`config.mk`:
```
export PLATFORM = sky130hd
export DESIGN_NAME = pps_seconds_counter
export DESIGN_NICKNAME = d
export VERILOG_FILES = /design/src/rtl/pps_seconds_counter.sv
export SDC_FILE = /design/constraint.sdc
export NUM_CORES = 1
export LEC_CHECK = 0
export BUFFER_PORTS_ARGS = -buffer_cell sky130_fd_sc_hd__buf_2
export CAP_MARGIN = 20
export CELL_PAD_IN_SITES_DETAIL_PLACEMENT = 0
export CELL_PAD_IN_SITES_GLOBAL_PLACEMENT = 2
export CORE_MARGIN = 3
export CORE_UTILIZATION = 32
export DETAILED_ROUTE_END_ITERATION = 10
export PLACE_DENSITY_LB_ADDON = 0.1
export SLEW_MARGIN = 20
export SYNTH_ARGS = -nofsm -noshare
export SYNTH_HDL_FRONTEND = slang
export SYNTH_SLANG_ARGS = --single-unit
```
`constraint.sdc`:
```
create_clock -name user_clk -period 3 [get_ports user_clk]
set_input_delay 0.6 -clock user_clk [delete_from_list [all_inputs] [get_ports user_clk]]
set_output_delay 0.6 -clock user_clk [all_outputs]
set_load 0.005 [all_outputs]
```
`src/rtl/pps_seconds_counter.sv`:
```
// -----------------------------------------------------------------------------
// pps_seconds_counter
//
// Free-running seconds / sub-second counter that disciplines itself to an
// external PPS pulse. Without PPS it runs at CLKS_PER_SEC cycles per second
// (state FREE). The first PPS edge aligns the second boundary to it and moves
// to LOCKED. While LOCKED, PPS edges close to the internal boundary (within
// PPS_WINDOW cycles on either side) keep it aligned. Edges far from the
// boundary are counted as errors and drop the lock. MISS_LIMIT consecutive
// seconds without any PPS edge also drop the lock. Software can preset the
// seconds count; the preset lands on the next second boundary.
//
// Ports
//   user_clk     in   1  sole clock, rising edge
//   user_rst     in   1  synchronous active-high reset
//   pps_in       in   1  asynchronous PPS pulse (>= 3 user_clk cycles wide)
//   load_stb     in   1  one-cycle request to preset the seconds count
//   load_val     in  32  preset value, sampled with load_stb
//   seconds      out 32  seconds count
//   subsec       out 32  cycle count within the current second
//   pps_out      out  1  one-cycle pulse on every second boundary
//   locked       out  1  high while in state LOCKED
//   pps_err_cnt  out 16  out-of-window PPS edges, saturating at 0xFFFF
// -----------------------------------------------------------------------------
module pps_seconds_counter #(
   parameter int unsigned CLKS_PER_SEC = 128000000,
   parameter int unsigned PPS_WINDOW   = 16,
   parameter int unsigned MISS_LIMIT   = 3
) (
   input  logic        user_clk,
   input  logic        user_rst,
   input  logic        pps_in,
   input  logic        load_stb,
   input  logic [31:0] load_val,
   output logic [31:0] seconds,
   output logic [31:0] subsec,
   output logic        pps_out,
   output logic        locked,
   output logic [15:0] pps_err_cnt
);

   localparam logic [31:0] C_LAST  = 32'(CLKS_PER_SEC - 1);
   localparam logic [31:0] C_EARLY = 32'(CLKS_PER_SEC - PPS_WINDOW);
   localparam logic [31:0] C_LATE  = 32'(PPS_WINDOW);
   // One spare code so the counter can always represent MISS_LIMIT itself.
   localparam int unsigned MISS_W  = $clog2(MISS_LIMIT + 2);
   localparam logic [MISS_W-1:0] C_MISS_LIM = MISS_W'(MISS_LIMIT);

   typedef enum logic {
      ST_FREE   = 1'b0,
      ST_LOCKED = 1'b1
   } state_t;

   function automatic logic [15:0] sat_inc16(input logic [15:0] v);
      return (v == 16'hFFFF) ? v : v + 16'd1;
   endfunction

   function automatic logic [MISS_W-1:0] sat_inc_miss(input logic [MISS_W-1:0] v);
      return (v >= C_MISS_LIM) ? v : v + MISS_W'(1);
   endfunction

   logic              r_pps_sync_p0;
   logic              r_pps_sync_p1;
   logic              r_pps_prev_p2;
   state_t            r_state;
   logic [MISS_W-1:0] r_miss;
   logic              r_seen;
   logic [31:0]       r_subsec;
   logic [31:0]       r_seconds;
   logic              r_pps_out;
   logic              r_locked;
   logic [15:0]       r_err_cnt;
   logic              r_load_pend;
   logic [31:0]       r_load_val;

   logic              w_pps_edge;
   logic              w_at_last;
   logic [MISS_W-1:0] w_miss_inc;
   state_t            w_state_nxt;
   logic              w_boundary;
   logic              w_realign;
   logic [MISS_W-1:0] w_miss_nxt;
   logic              w_seen_nxt;
   logic              w_err_inc;
   logic [31:0]       w_seconds_nxt;
   logic              w_load_pend_nxt;
   logic [31:0]       w_load_val_nxt;

   // ---- stage p1/p2: synchronised PPS and its one-cycle-delayed copy ----
   assign w_pps_edge = r_pps_sync_p1 & ~r_pps_prev_p2;
   assign w_at_last  = (r_subsec == C_LAST);
   assign w_miss_inc = sat_inc_miss(r_miss);

   // Timing FSM: decides boundaries, re-alignment, misses and lock state.
   always_comb begin
      w_state_nxt = r_state;
      w_boundary  = 1'b0;
      w_realign   = 1'b0;
      w_miss_nxt  = r_miss;
      w_err_inc   = 1'b0;

      unique case (r_state)
         ST_FREE: begin
            if (w_pps_edge) begin
               w_boundary  = 1'b1;
               w_state_nxt = ST_LOCKED;
               w_miss_nxt  = '0;
            end else if (w_at_last) begin
               w_boundary = 1'b1;
            end
         end
         ST_LOCKED: begin
            if (w_pps_edge) begin
               // An edge on the last cycle falls in the early window, so it
               // yields exactly one boundary.
               if (r_subsec >= C_EARLY) begin
                  w_boundary = 1'b1;
                  w_miss_nxt = '0;
               end else if (r_subsec < C_LATE) begin
                  // Late PPS: the boundary already happened; just re-zero.
                  w_realign  = 1'b1;
                  w_miss_nxt = '0;
               end else begin
                  w_err_inc   = 1'b1;
                  w_state_nxt = ST_FREE;
               end
            end else if (w_at_last) begin
               w_boundary = 1'b1;
               if (!r_seen) begin
                  w_miss_nxt = w_miss_inc;
                  if (w_miss_inc >= C_MISS_LIM) begin
                     w_state_nxt = ST_FREE;
                  end
               end
            end
         end
         default: begin
            w_state_nxt = ST_FREE;
         end
      endcase

      // "Edge seen since the previous boundary"; a boundary restarts it.
      w_seen_nxt = w_boundary ? 1'b0 : (r_seen | w_pps_edge);
   end

   // Seconds update with deferred preset.
   always_comb begin
      w_seconds_nxt   = r_seconds;
      w_load_pend_nxt = r_load_pend;
      w_load_val_nxt  = r_load_val;
      if (w_boundary) begin
         w_load_pend_nxt = 1'b0;
         if (load_stb) begin
            w_seconds_nxt = load_val;
         end else if (r_load_pend) begin
            w_seconds_nxt = r_load_val;
         end else begin
            w_seconds_nxt = r_seconds + 32'd1;
         end
      end else if (load_stb) begin
         w_load_pend_nxt = 1'b1;
         w_load_val_nxt  = load_val;
      end
   end

   // ---- stage p0: PPS sampling and all state registers ----
   always_ff @(posedge user_clk) begin
      if (user_rst) begin
         r_pps_sync_p0 <= 1'b0;
         r_pps_sync_p1 <= 1'b0;
         r_pps_prev_p2 <= 1'b0;
         r_state       <= ST_FREE;
         r_miss        <= '0;
         r_seen        <= 1'b0;
         r_subsec      <= '0;
         r_seconds     <= '0;
         r_pps_out     <= 1'b0;
         r_locked      <= 1'b0;
         r_err_cnt     <= '0;
         r_load_pend   <= 1'b0;
         r_load_val    <= '0;
      end else begin
         r_pps_sync_p0 <= pps_in;
         r_pps_sync_p1 <= r_pps_sync_p0;
         r_pps_prev_p2 <= r_pps_sync_p1;
         r_state       <= w_state_nxt;
         r_miss        <= w_miss_nxt;
         r_seen        <= w_seen_nxt;
         r_subsec      <= (w_boundary || w_realign) ? 32'd0 : r_subsec + 32'd1;
         r_seconds     <= w_seconds_nxt;
         r_pps_out     <= w_boundary;
         // Registered from the next state so it always matches r_state.
         r_locked      <= (w_state_nxt == ST_LOCKED);
         r_err_cnt     <= w_err_inc ? sat_inc16(r_err_cnt) : r_err_cnt;
         r_load_pend   <= w_load_pend_nxt;
         r_load_val    <= w_load_val_nxt;
      end
   end

   assign seconds     = r_seconds;
   assign subsec      = r_subsec;
   assign pps_out     = r_pps_out;
   assign locked      = r_locked;
   assign pps_err_cnt = r_err_cnt;

endmodule

```
==> implementation parameters, run 1 <==
Parameter                              Value

Status
  Result of the run ... complete, no violations

Synth
  Yosys top cell area share ... 38.73%
  Number of warnings issued by yosys ... 0
  Most area-hungry cell type in the Yosys netlist ... sky130_fd_sc_hd__dfxtp_1
  Net count after synthesis ... roughly 840
  Number of enable flip-flop cells after synthesis ... 0
  Sequential cell area fraction in the yosys report ... about 39%
  Unique cell type count in the Yosys netlist ... 55
  Mean instance size in the synthesized netlist ... between 7 and 8 um^2
  FF+latch count, synth ... approximately 120
  Mapped cell area ... between 0.006 and 0.007 mm^2
  Post-synthesis cell count ... 796
  Async set or reset register ratio after synthesis ... 0%
  Most used flip-flop cell after synthesis ... sky130_fd_sc_hd__dfxtp_1
  Cells taking the most area after synthesis ... sky130_fd_sc_hd__dfxtp_1 (39%), sky130_fd_sc_hd__a21oi_1 (6.6%), sky130_fd_sc_hd__o21ai_0 (5.6%), sky130_fd_sc_hd__nand3_1 (4.8%), sky130_fd_sc_hd__nor2_1 (3.7%)

Clock network
  Clock input transition at the sequential cells of the worst setup and hold paths ... about 0.060 ns
  Number of setup buffers added after CTS ... 0
  Inserted Clock Buffers ... 17
  Cells resized by post-CTS repair ... 0
  Clock latency reported for the late side of the worst-skew pair ... about 0.41 ns
  CTS tree ... done
  Clk Tree Root Cell ... sky130_fd_sc_hd__clkbuf_16
  Clock sink total ... about 120
  H-Tree Depth ... 4
  Post-CTS Hold Buffers ... 0
  Max Buffers Root-to-Sink ... 2

Place
  HPWL after detailed placement ... roughly 13,000 um
  Last weighted congestion value of the routability-driven placer ... around 0.83
  Number of placed instances, taps included ... roughly 1,100
  Count of input and output buffers ... approximately 120

STA
  Worst-case clock skew ... 0.009453 ns
  Final hold violation count ... 0
  Least-Margin Pin Slew ... 0.7846 ns
  Number of max-slew violations in the final report ... 0
  Setup TNS ... 0 ns
  Final worst path period share ... between 90% and 100%
  Worst slew margin ... a little under half
  Final setup violation count ... 0
  RSZ-0062 raised after global routing ... no
  Maximum clock frequency ... approximately 0.37 GHz
  Crit path time final ... ~2.7 ns

Power
  Leakage power summed over all cells ... 2.982 nW
  Peak VDD IR ... between 0.3 and 0.4 mV
  Power per cell area ... 553.3 mW/mm^2
  Sw Ratio ... between 20% and 30%
  Net switching power ... ~0.0010 W
  Fraction of power consumed by the clock network ... a little over half
  Share of total power in sequential cells ... around two fifths
  Internal power consumption ... roughly 0.0033 W
  Combinational fraction of design power ... roughly 7.3%

Worst setup path
  WP data arrival ... just over 3 ns
  Worst Path Required ... between 3 and 4 ns
  Critical path, cell by cell ... or4_4, nor4_2, o21a_2, nand3_2, nor4_1, mux2_2
  Largest delay share family, worst path ... simple AND/OR/NAND/NOR gates
  Largest stage delay, worst path ... between 0.5 and 0.6 ns
  Max stage delay cell, worst path ... sky130_fd_sc_hd__or4_4
  Startpoint type of the worst setup path ... register
  Kind of capture point of the worst setup path ... register
  CP Max Fanout ... 26
  Buffers & Inverters on Critical Path ... 0
  Cells on worst reg2reg path ... 6
  Worst Path Class, Setup ... register to register
  Logic depth of the worst setup path including buffers ... 6

Die
  Initial Utilization ... 33.16%
  Die width ... roughly 150 um
  DIE HEIGHT ... 146.4 um
  Number of top-level design ports ... between 100 and 150
  Area of the die ... ~0.021 mm^2
  Core Box Area ... roughly 0.019 mm^2
  Row count ... 50

Finish
  Most frequent cells in the layout ... sky130_fd_sc_hd__dfxtp_1 (122), sky130_fd_sc_hd__buf_2 (117), sky130_fd_sc_hd__a21oi_1 (83)
  Footprint of the multi-input gates ... between 0.003 and 0.004 mm^2
  Antenna diode count ... 0
  Most common library cell in the layout ignoring fill and taps ... sky130_fd_sc_hd__dfxtp_1
  Fraction of layout cells with a size suffix above 1 ... between 20 and 25%
  Non-filler instance count after layout ... ~1,200
  Layout Area Growth over Synthesis ... 22.94%
  # fillers ... ~2,000
  Sequential cell area ... roughly 0.0024 mm^2
  Net count of the finished layout ... between 900 and 1,000

Drt
  Wire length per cell after detailed routing ... 16.69 um
  Overall via count from detail_route ... approximately 6,300
  Number of iterations in the first detailed-routing pass ... 5
  Final ANT Viol Nets ... 0
  Average via count per standard cell ... 5.376
  Initial DRC count ... roughly 350
  DRC errors left ... 0
  Wire length after detailed routing ... between 15,000 and 20,000 um

GRT
  First-pass GRT wire length ... about 32,000 um
  Remaining global-route overflow ... 0
  Maximum number of pins on one net before global-route repair ... 76
  Overall track demand over capacity in global routing ... about 18%
  Via count of the first global-routing pass ... 6,057
  Initial antenna violation count ... 0

Worst hold path
  Count of cells along the worst hold path ... 2
  Class of the tightest hold or removal check ... primary input to register

Job
  Number of maximum-capacitance constraint violations ... 0
-- worst paths after layout --
kind	startpoint	to	slack [ns]
setup / recovery	subsec[27]	pps_err_cnt[9]	0.28
hold / removal	pps_in	r_pps_sync_p0	0.41
setup reg to reg	subsec[27]	pps_err_cnt[9]	0.28
hold reg to reg	r_pps_sync_p0	r_pps_sync_p1	0.45
-- metrics by stage --
| step | hold slack (ns) | util [%] | power [W] | cell area, um^2 | worst slack [ns] |
|---|---|---|---|---|---|
| floorplan | 0.4138 | - | 0.001946 | 6306 | 0.6952 |
| global placement | 0.4329 | 37.39 | 0.002065 | 7111 | 0.3364 |
| detailed placement | 0.4421 | 37.39 | 0.002071 | 7111 | 0.2935 |
| CTS | 0.3978 | 40.76 | 0.004351 | 7752 | 0.2851 |
| global route | 0.4435 | 40.76 | 0.004457 | 7752 | 0.08865 |
| finish | 0.4101 | 40.76 | 0.004289 | 7752 | 0.2825 |
-- final cells by class --
cell class,instances,share of cell area [%]
inverter,22,1.065
sequential,122,31.50
tap,260,4.196
multi-input combinational,592,45.24
timing repair buffer,136,9.716
clock inverter,13,2.566
clock buffer,19,5.713
-- synthesized netlist by cell type, types with 5 or more instances --
cell type / number
sky130_fd_sc_hd__nor3_1: 20
sky130_fd_sc_hd__a21oi_1: 83
sky130_fd_sc_hd__dfxtp_1: 122
sky130_fd_sc_hd__ha_1: 6
sky130_fd_sc_hd__nand2b_1: 6
sky130_fd_sc_hd__or3_1: 6
sky130_fd_sc_hd__nand3_1: 61
sky130_fd_sc_hd__xnor2_1: 15
sky130_fd_sc_hd__buf_1: 6
sky130_fd_sc_hd__or4_1: 10
sky130_fd_sc_hd__o21a_1: 6
sky130_fd_sc_hd__nor2_1: 62
sky130_fd_sc_hd__o41ai_1: 6
sky130_fd_sc_hd__inv_1: 22
sky130_fd_sc_hd__clkbuf_1: 38
sky130_fd_sc_hd__buf_2: 9
sky130_fd_sc_hd__nand4_1: 27
sky130_fd_sc_hd__a31oi_1: 5
sky130_fd_sc_hd__and3_1: 8
sky130_fd_sc_hd__nand2_1: 59
sky130_fd_sc_hd__o31ai_1: 14
sky130_fd_sc_hd__xor2_1: 26
sky130_fd_sc_hd__o21ai_0: 71
sky130_fd_sc_hd__and4_1: 7
sky130_fd_sc_hd__buf_6: 5
sky130_fd_sc_hd__o211ai_1: 10
sky130_fd_sc_hd__nor2b_1: 11
sky130_fd_sc_hd__mux2i_1: 8
sky130_fd_sc_hd__a211oi_1: 9
sky130_fd_sc_hd__nor4_1: 11
-- power groups by stage --
stage / sequential [W] / combinational (W) / clock (W)
floorplan: 0.00174 / 0.000204 / 0
global placement: 0.00175 / 0.000310 / 0
detailed placement: 0.00176 / 0.000314 / 0
CTS: 0.00172 / 0.000316 / 0.00231
global route: 0.00173 / 0.000353 / 0.00237
finish: 0.00172 / 0.000314 / 0.00225
-- state kept, by name (all words and copies together) (netlist names) --
register       cells
pps_out            1
r_miss             3
r_seen             1
r_pps_prev_p2      1
r_pps_sync_p0      1
r_load_pend        1
pps_err_cnt       16
r_pps_sync_p1      1
r_load_val        32
seconds           32
subsec            32
locked             1
-- layer usage --
| metal | vias to the layer above | GRT usage, % | wire, um |
|---|---|---|---|
| met5 | - | 0 | 0 |
| met4 | 0 | 4.092 | 123 |
| met3 | 9 | 4.500 | 885 |
| met2 | 129 | 27.69 | 8687 |
| met1 | 3023 | 25.41 | 9727 |
| li1 | 3097 | - | - |
-- worst reg2reg max path, cell delays in order, from the launching register on --
cell and delay (ns):
sky130_fd_sc_hd__dfxtp_1 0.36, sky130_fd_sc_hd__or4_4 0.58, sky130_fd_sc_hd__nor4_2 0.24, sky130_fd_sc_hd__o21a_2 0.24
sky130_fd_sc_hd__nand3_2 0.40, sky130_fd_sc_hd__nor4_1 0.44, sky130_fd_sc_hd__mux2_2 0.36
-- cells by family after synthesis --
logic type | count (synthesis) | share of synthesized area (%)
and+or+nand+nor | 303 | 24.78
AOI/OAI and AO/OA | 232 | 22.20
DFF | 122 | 38.73
buffers and inverters | 82 | 5.774
xor gates and xnor gates | 41 | 5.695
muxes | 10 | 1.627
adders and majority gates | 6 | 1.190
No activity file was read; power rests on OpenSTA's default activity.
==> inputs of run 2 (changes only) <==
--- a/config.mk
+++ b/config.mk
@@ -7,7 +7,7 @@
 export LEC_CHECK = 0
 export BUFFER_PORTS_ARGS = -buffer_cell sky130_fd_sc_hd__buf_2
 export CAP_MARGIN = 20
-export CELL_PAD_IN_SITES_DETAIL_PLACEMENT = 0
+export CELL_PAD_IN_SITES_DETAIL_PLACEMENT = 1
 export CELL_PAD_IN_SITES_GLOBAL_PLACEMENT = 2
 export CORE_MARGIN = 3
 export CORE_UTILIZATION = 32
==> implementation parameters, run 2 (synthesized netlist as in run 1, its figures left out) <==
Parameter                              Value

Status
  Result of the run ... complete, no violations

STA
  Maximum clock frequency ... about 0.37 GHz
  Number of max-slew violations in the final report ... 0
  Least-Margin Pin Slew ... about 0.84 ns
  Final worst path period share ... roughly 91%
  Crit path time final ... approximately 2.7 ns
  Worst slew margin ... between 40% and 50%
  Final hold violation count ... 0
  Worst-case clock skew ... 0.009505 ns
  Final setup violation count ... 0
  RSZ-0062 raised after global routing ... no
  Setup TNS ... 0 ns

Worst setup path
  Worst Path Required ... ~3.3 ns
  Critical path, cell by cell ... or4_4, nor4_4, o211ai_2, a22o_2, buf_12, o211ai_1, buf_4, nor2_1
  Kind of capture point of the worst setup path ... register
  Largest stage delay, worst path ... between 0.5 and 0.6 ns
  Worst Path Class, Setup ... register to register
  Crit path from ... subsec[20]
  CP Max Fanout ... between 50 and 60
  WP data arrival ... about 3.0 ns
  Startpoint type of the worst setup path ... register
  R2r startpoint ... subsec[20]
  Max stage delay cell, worst path ... sky130_fd_sc_hd__or4_4

Finish
  Layout Area Growth over Synthesis ... 22.64%
  Most frequent cells in the layout ... sky130_fd_sc_hd__dfxtp_1 (122), sky130_fd_sc_hd__buf_2 (117), sky130_fd_sc_hd__a21oi_1 (83)
  # fillers ... between 2,000 and 2,500
  Net count of the finished layout ... 933
  Fraction of layout cells with a size suffix above 1 ... about a fifth
  Most common library cell in the layout ignoring fill and taps ... sky130_fd_sc_hd__dfxtp_1
  Sequential cell area ... approximately 0.0024 mm^2
  Non-filler instance count after layout ... between 1,000 and 1,500
  Footprint of the multi-input gates ... approximately 0.0035 mm^2

GRT
  Remaining global-route overflow ... 0
  Via count of the first global-routing pass ... approximately 6,700
  Initial antenna violation count ... 0
  First-pass GRT wire length ... 34,930 um
  Overall track demand over capacity in global routing ... 19.72%
  Maximum number of pins on one net before global-route repair ... 76

Die
  Die width ... 146.4 um
  Row count ... 50
  Number of top-level design ports ... around 120
  Core Box Area ... about 0.019 mm^2
  DIE HEIGHT ... ~150 um
  Initial Utilization ... between 30 and 40%
  Area of the die ... about 0.021 mm^2

Place
  Last weighted congestion value of the routability-driven placer ... 0.8347
  Number of placed instances, taps included ... about 1,100
  HPWL after detailed placement ... ~14,000 um
  Count of input and output buffers ... 117

Power
  Power per cell area ... around 540 mW/mm^2
  Leakage power summed over all cells ... 2.948 nW
  Peak VDD IR ... between 0.3 and 0.4 mV

Clock network
  Post-CTS Hold Buffers ... 0
  Inserted Clock Buffers ... 17
  Clock latency reported for the late side of the worst-skew pair ... roughly 0.42 ns
  Max Buffers Root-to-Sink ... 2
  Clock input transition at the sequential cells of the worst setup and hold paths ... approximately 0.06 ns
  Clk Tree Root Cell ... sky130_fd_sc_hd__clkbuf_16
  Cells resized by post-CTS repair ... 0
  Number of setup buffers added after CTS ... 0
  H-Tree Depth ... 4
  Clock sink total ... 122
  CTS tree ... done

Drt
  DRC errors left ... 0
  Number of iterations in the first detailed-routing pass ... 4
  Final ANT Viol Nets ... 0
  Wire length per cell after detailed routing ... 17.94 um
  Wire length after detailed routing ... 20,900 um
  Average via count per standard cell ... between 5 and 6
  Overall via count from detail_route ... between 6,000 and 7,000
  Initial DRC count ... 297

Job
  Number of maximum-capacitance constraint violations ... 0

Worst hold path
  Class of the tightest hold or removal check ... primary input to register
  Launch instance of the worst min-delay path ... pps_in
## run 2: final timing paths
kind / end / slack [ns] / depth (start not counted)
min reg2reg: r_pps_sync_p1 / 0.44 / 1
max reg2reg: subsec[29] / 0.26 / 8
max: subsec[29] / 0.26 / 8
min: r_pps_sync_p0 / 0.41 / 2
## run 2: area by class of cell
| class | count | area share [%] |
|---|---|---|
| multi-input combinational | 592 | 45.45 |
| sequential | 122 | 31.58 |
| timing repair buffer | 136 | 9.740 |
| clock buffer | 19 | 5.727 |
| tap | 260 | 4.206 |
| clock inverter | 13 | 2.200 |
| inverter | 22 | 1.068 |
| antenna | 1 | 0.03236 |
## run 2: report_power, final
group	switching (W)	leakage [nW]	internal (W)
clock	0.000812	0.278	0.00133
combinational	0.000195	1.68	0.000122
sequential	0.0000510	0.993	0.00167
total	0.00106	2.95	0.00313
## run 2: critical path, delay by kind of cell, from the launching register on
| family | cells | cell delay, ns |
|---|---|---|
| simple gates | 3 | 1.01 |
| flops | 1 | 0.36 |
| compound gates | 3 | 0.72 |
| buf+inv | 2 | 0.52 |
## run 2: metal layers
layer	part of all wire, %	wire [um]	GRT usage (%)	up-vias
met5	0	0	0	-
met4	0.95	198	4.939	0
met3	4.2	875	3.662	14
met2	47	9878	33.02	108
met1	48	9943	26.31	3157
li1	-	-	-	3093
## run 2: per-stage QoR
| stage | util (%) | setup slack (ns) | hold slack (ns) | cell area, um^2 | power (W) |
|---|---|---|---|---|---|
| 2_1_floorplan | - | 0.6952 | 0.4138 | 6306 | 0.001946 |
| 3_3_place_gp | 37.39 | 0.3364 | 0.4329 | 7111 | 0.002065 |
| 5_1_grt | 40.65 | 0.09886 | 0.4323 | 7731 | 0.004363 |
| 3_5_place_dp | 37.39 | 0.2231 | 0.4331 | 7111 | 0.002081 |
| 4_1_cts | 40.61 | 0.2222 | 0.3997 | 7724 | 0.004244 |
| 6_report | 40.66 | 0.2618 | 0.4146 | 7734 | 0.004186 |
==> inputs of run 3 (changes only) <==
==> constraint.sdc (replaced) <==
create_clock -name user_clk -period 2.9 [get_ports user_clk]
set_input_delay 0.58 -clock user_clk [delete_from_list [all_inputs] [get_ports user_clk]]
set_output_delay 0.58 -clock user_clk [all_outputs]
set_load 0.005 [all_outputs]
==> implementation parameters, run 3 (synthesized netlist as in run 1, its figures left out) <==
Parameter                              Value

Status
  Result of the run ... complete, no violations

Worst setup path
  Critical path, cell by cell ... or4_4, nor4_2, o21a_2, nand3_2, nor4_1, mux2_2
  Cells on worst reg2reg path ... 6
  Worst Path Class, Setup ... register to register
  Buffers & Inverters on Critical Path ... 0
  Startpoint type of the worst setup path ... register
  Largest delay share family, worst path ... simple AND/OR/NAND/NOR gates
  Worst Path Required ... 3.20 ns
  Kind of capture point of the worst setup path ... register
  Logic depth of the worst setup path including buffers ... 6
  Largest stage delay, worst path ... roughly 0.58 ns
  WP data arrival ... ~3.0 ns
  CP Max Fanout ... 24
  Max stage delay cell, worst path ... sky130_fd_sc_hd__or4_4

Clock network
  H-Tree Depth ... 4
  Number of setup buffers added after CTS ... 0
  Clk Tree Root Cell ... sky130_fd_sc_hd__clkbuf_16
  CTS tree ... done
  Post-CTS Hold Buffers ... 0
  Clock input transition at the sequential cells of the worst setup and hold paths ... 0.06 ns
  Cells resized by post-CTS repair ... 0
  Max Buffers Root-to-Sink ... 2
  Inserted Clock Buffers ... 17
  Clock latency reported for the late side of the worst-skew pair ... 0.41 ns
  Clock sink total ... 122

Drt
  Overall via count from detail_route ... 6,366
  Average via count per standard cell ... about 5.5
  Wire length per cell after detailed routing ... 17.72 um
  Wire length after detailed routing ... between 20,000 and 25,000 um
  Initial DRC count ... slightly above 300
  Final ANT Viol Nets ... 0
  DRC errors left ... 0
  Number of iterations in the first detailed-routing pass ... 4

GRT
  Overall track demand over capacity in global routing ... between 10% and 20%
  Remaining global-route overflow ... 0
  Initial antenna violation count ... 1
  Maximum number of pins on one net before global-route repair ... 80
  Via count of the first global-routing pass ... approximately 6,600
  First-pass GRT wire length ... 34,510 um

Place
  Last weighted congestion value of the routability-driven placer ... around 0.81
  Count of input and output buffers ... about 120
  Number of placed instances, taps included ... 1,131
  HPWL after detailed placement ... 13,800 um

Job
  Number of maximum-capacitance constraint violations ... 0

Power
  Combinational fraction of design power ... under 10%
  Peak VDD IR ... just over 0.4 mV
  Net switching power ... ~0.001 W
  Power per cell area ... about 560 mW/mm^2
  Leakage power summed over all cells ... between 2 and 3 nW
  Share of total power in sequential cells ... between 40 and 50%
  Fraction of power consumed by the clock network ... 50.9%
  Sw Ratio ... a little under a quarter
  Pwr Total ... about 0.0043 W
  Internal power consumption ... approximately 0.0033 W

Finish
  Layout Area Growth over Synthesis ... 22.50%
  Most common library cell in the layout ignoring fill and taps ... sky130_fd_sc_hd__dfxtp_1
  Fraction of layout cells with a size suffix above 1 ... roughly 20%
  Most frequent cells in the layout ... sky130_fd_sc_hd__dfxtp_1 (122), sky130_fd_sc_hd__buf_2 (117), sky130_fd_sc_hd__a21oi_1 (83)
  Net count of the finished layout ... roughly 930
  Non-filler instance count after layout ... between 1,000 and 1,500
  Antenna diode count ... 0

STA
  Maximum clock frequency ... around 0.37 GHz
  Final setup violation count ... 0
  Setup TNS ... 0 ns
  Final hold violation count ... 0
  Number of max-slew violations in the final report ... 0
  Crit path time final ... between 2 and 3 ns
  Worst-case clock skew ... 0.01115 ns
  RSZ-0062 raised after global routing ... no
  Worst slew margin ... between 50% and 60%
  Final worst path period share ... roughly 93%
  Least-Margin Pin Slew ... approximately 0.67 ns

Die
  Row count ... 50
  Initial Utilization ... ~33%
  Die width ... between 100 and 150 um
  Number of top-level design ports ... about 120
  Core Box Area ... approximately 0.019 mm^2
  DIE HEIGHT ... 146.4 um
  Area of the die ... roughly 0.021 mm^2

Worst hold path
  Class of the tightest hold or removal check ... primary input to register
  Count of cells along the worst hold path ... 2
-- run 3: cell count changes in the layout (fill, tap and decap cells not counted), sizes merged --
| cell | delta |
|---|---|
| inv | -1 |
| clkinv | +3 |
| buf | -1 |
| bufinv | +1 |
| clkinvlp | -6 |
| clkbuf | +1 |
| diode | -1 |
-- run 3: stage by stage --
step	worst slack (ns)	util, %	hold WS [ns]	cell area, um^2
floorplan	0.5952	-	0.4138	6306
global placement	0.2991	37.48	0.4472	7128
detailed placement	0.1891	37.48	0.4371	7128
CTS	0.1830	40.62	0.4064	7725
global route	0.03774	40.62	0.4231	7725
finish	0.1907	40.62	0.4038	7725
-- run 3: power groups by stage --
stage          combinational (W)  clock [W]  sequential [W]
2_1_floorplan           0.000211          0         0.00180
3_3_place_gp            0.000330          0         0.00181
3_5_place_dp            0.000342          0         0.00181
4_1_cts                 0.000343    0.00225         0.00178
5_1_grt                 0.000379    0.00233         0.00178
6_report                0.000337    0.00219         0.00178
-- run 3: layout make-up --
| type | count | area, um^2 |
|---|---|---|
| Clock inverter | 10 | 150.1 |
| Multi-Input combinational cell | 592 | 3507 |
| Fill cell | 2341 | 11290 |
| Sequential cell | 122 | 2442 |
| Tap cell | 260 | 325.3 |
| Inverter | 22 | 82.58 |
| Timing Repair Buffer | 135 | 770.7 |
| Clock buffer | 20 | 446.7 |
-- run 3: worst paths after layout --
path	start	end	slack, ns
worst max register to register	subsec[29]	pps_err_cnt[9]	0.19
worst max-delay path	subsec[29]	pps_err_cnt[9]	0.19
worst min-delay path	pps_in	r_pps_sync_p0	0.40
worst min register to register	r_pps_sync_p0	r_pps_sync_p1	0.45
-- run 3: per-layer routing --
metal,global-route usage [%],up-vias,share of wire [%]
met5,0,-,0.058
met4,4.798,2,0.88
met3,3.445,17,3.5
met2,32.55,103,48
met1,25.67,3164,48
li1,-,3080,-
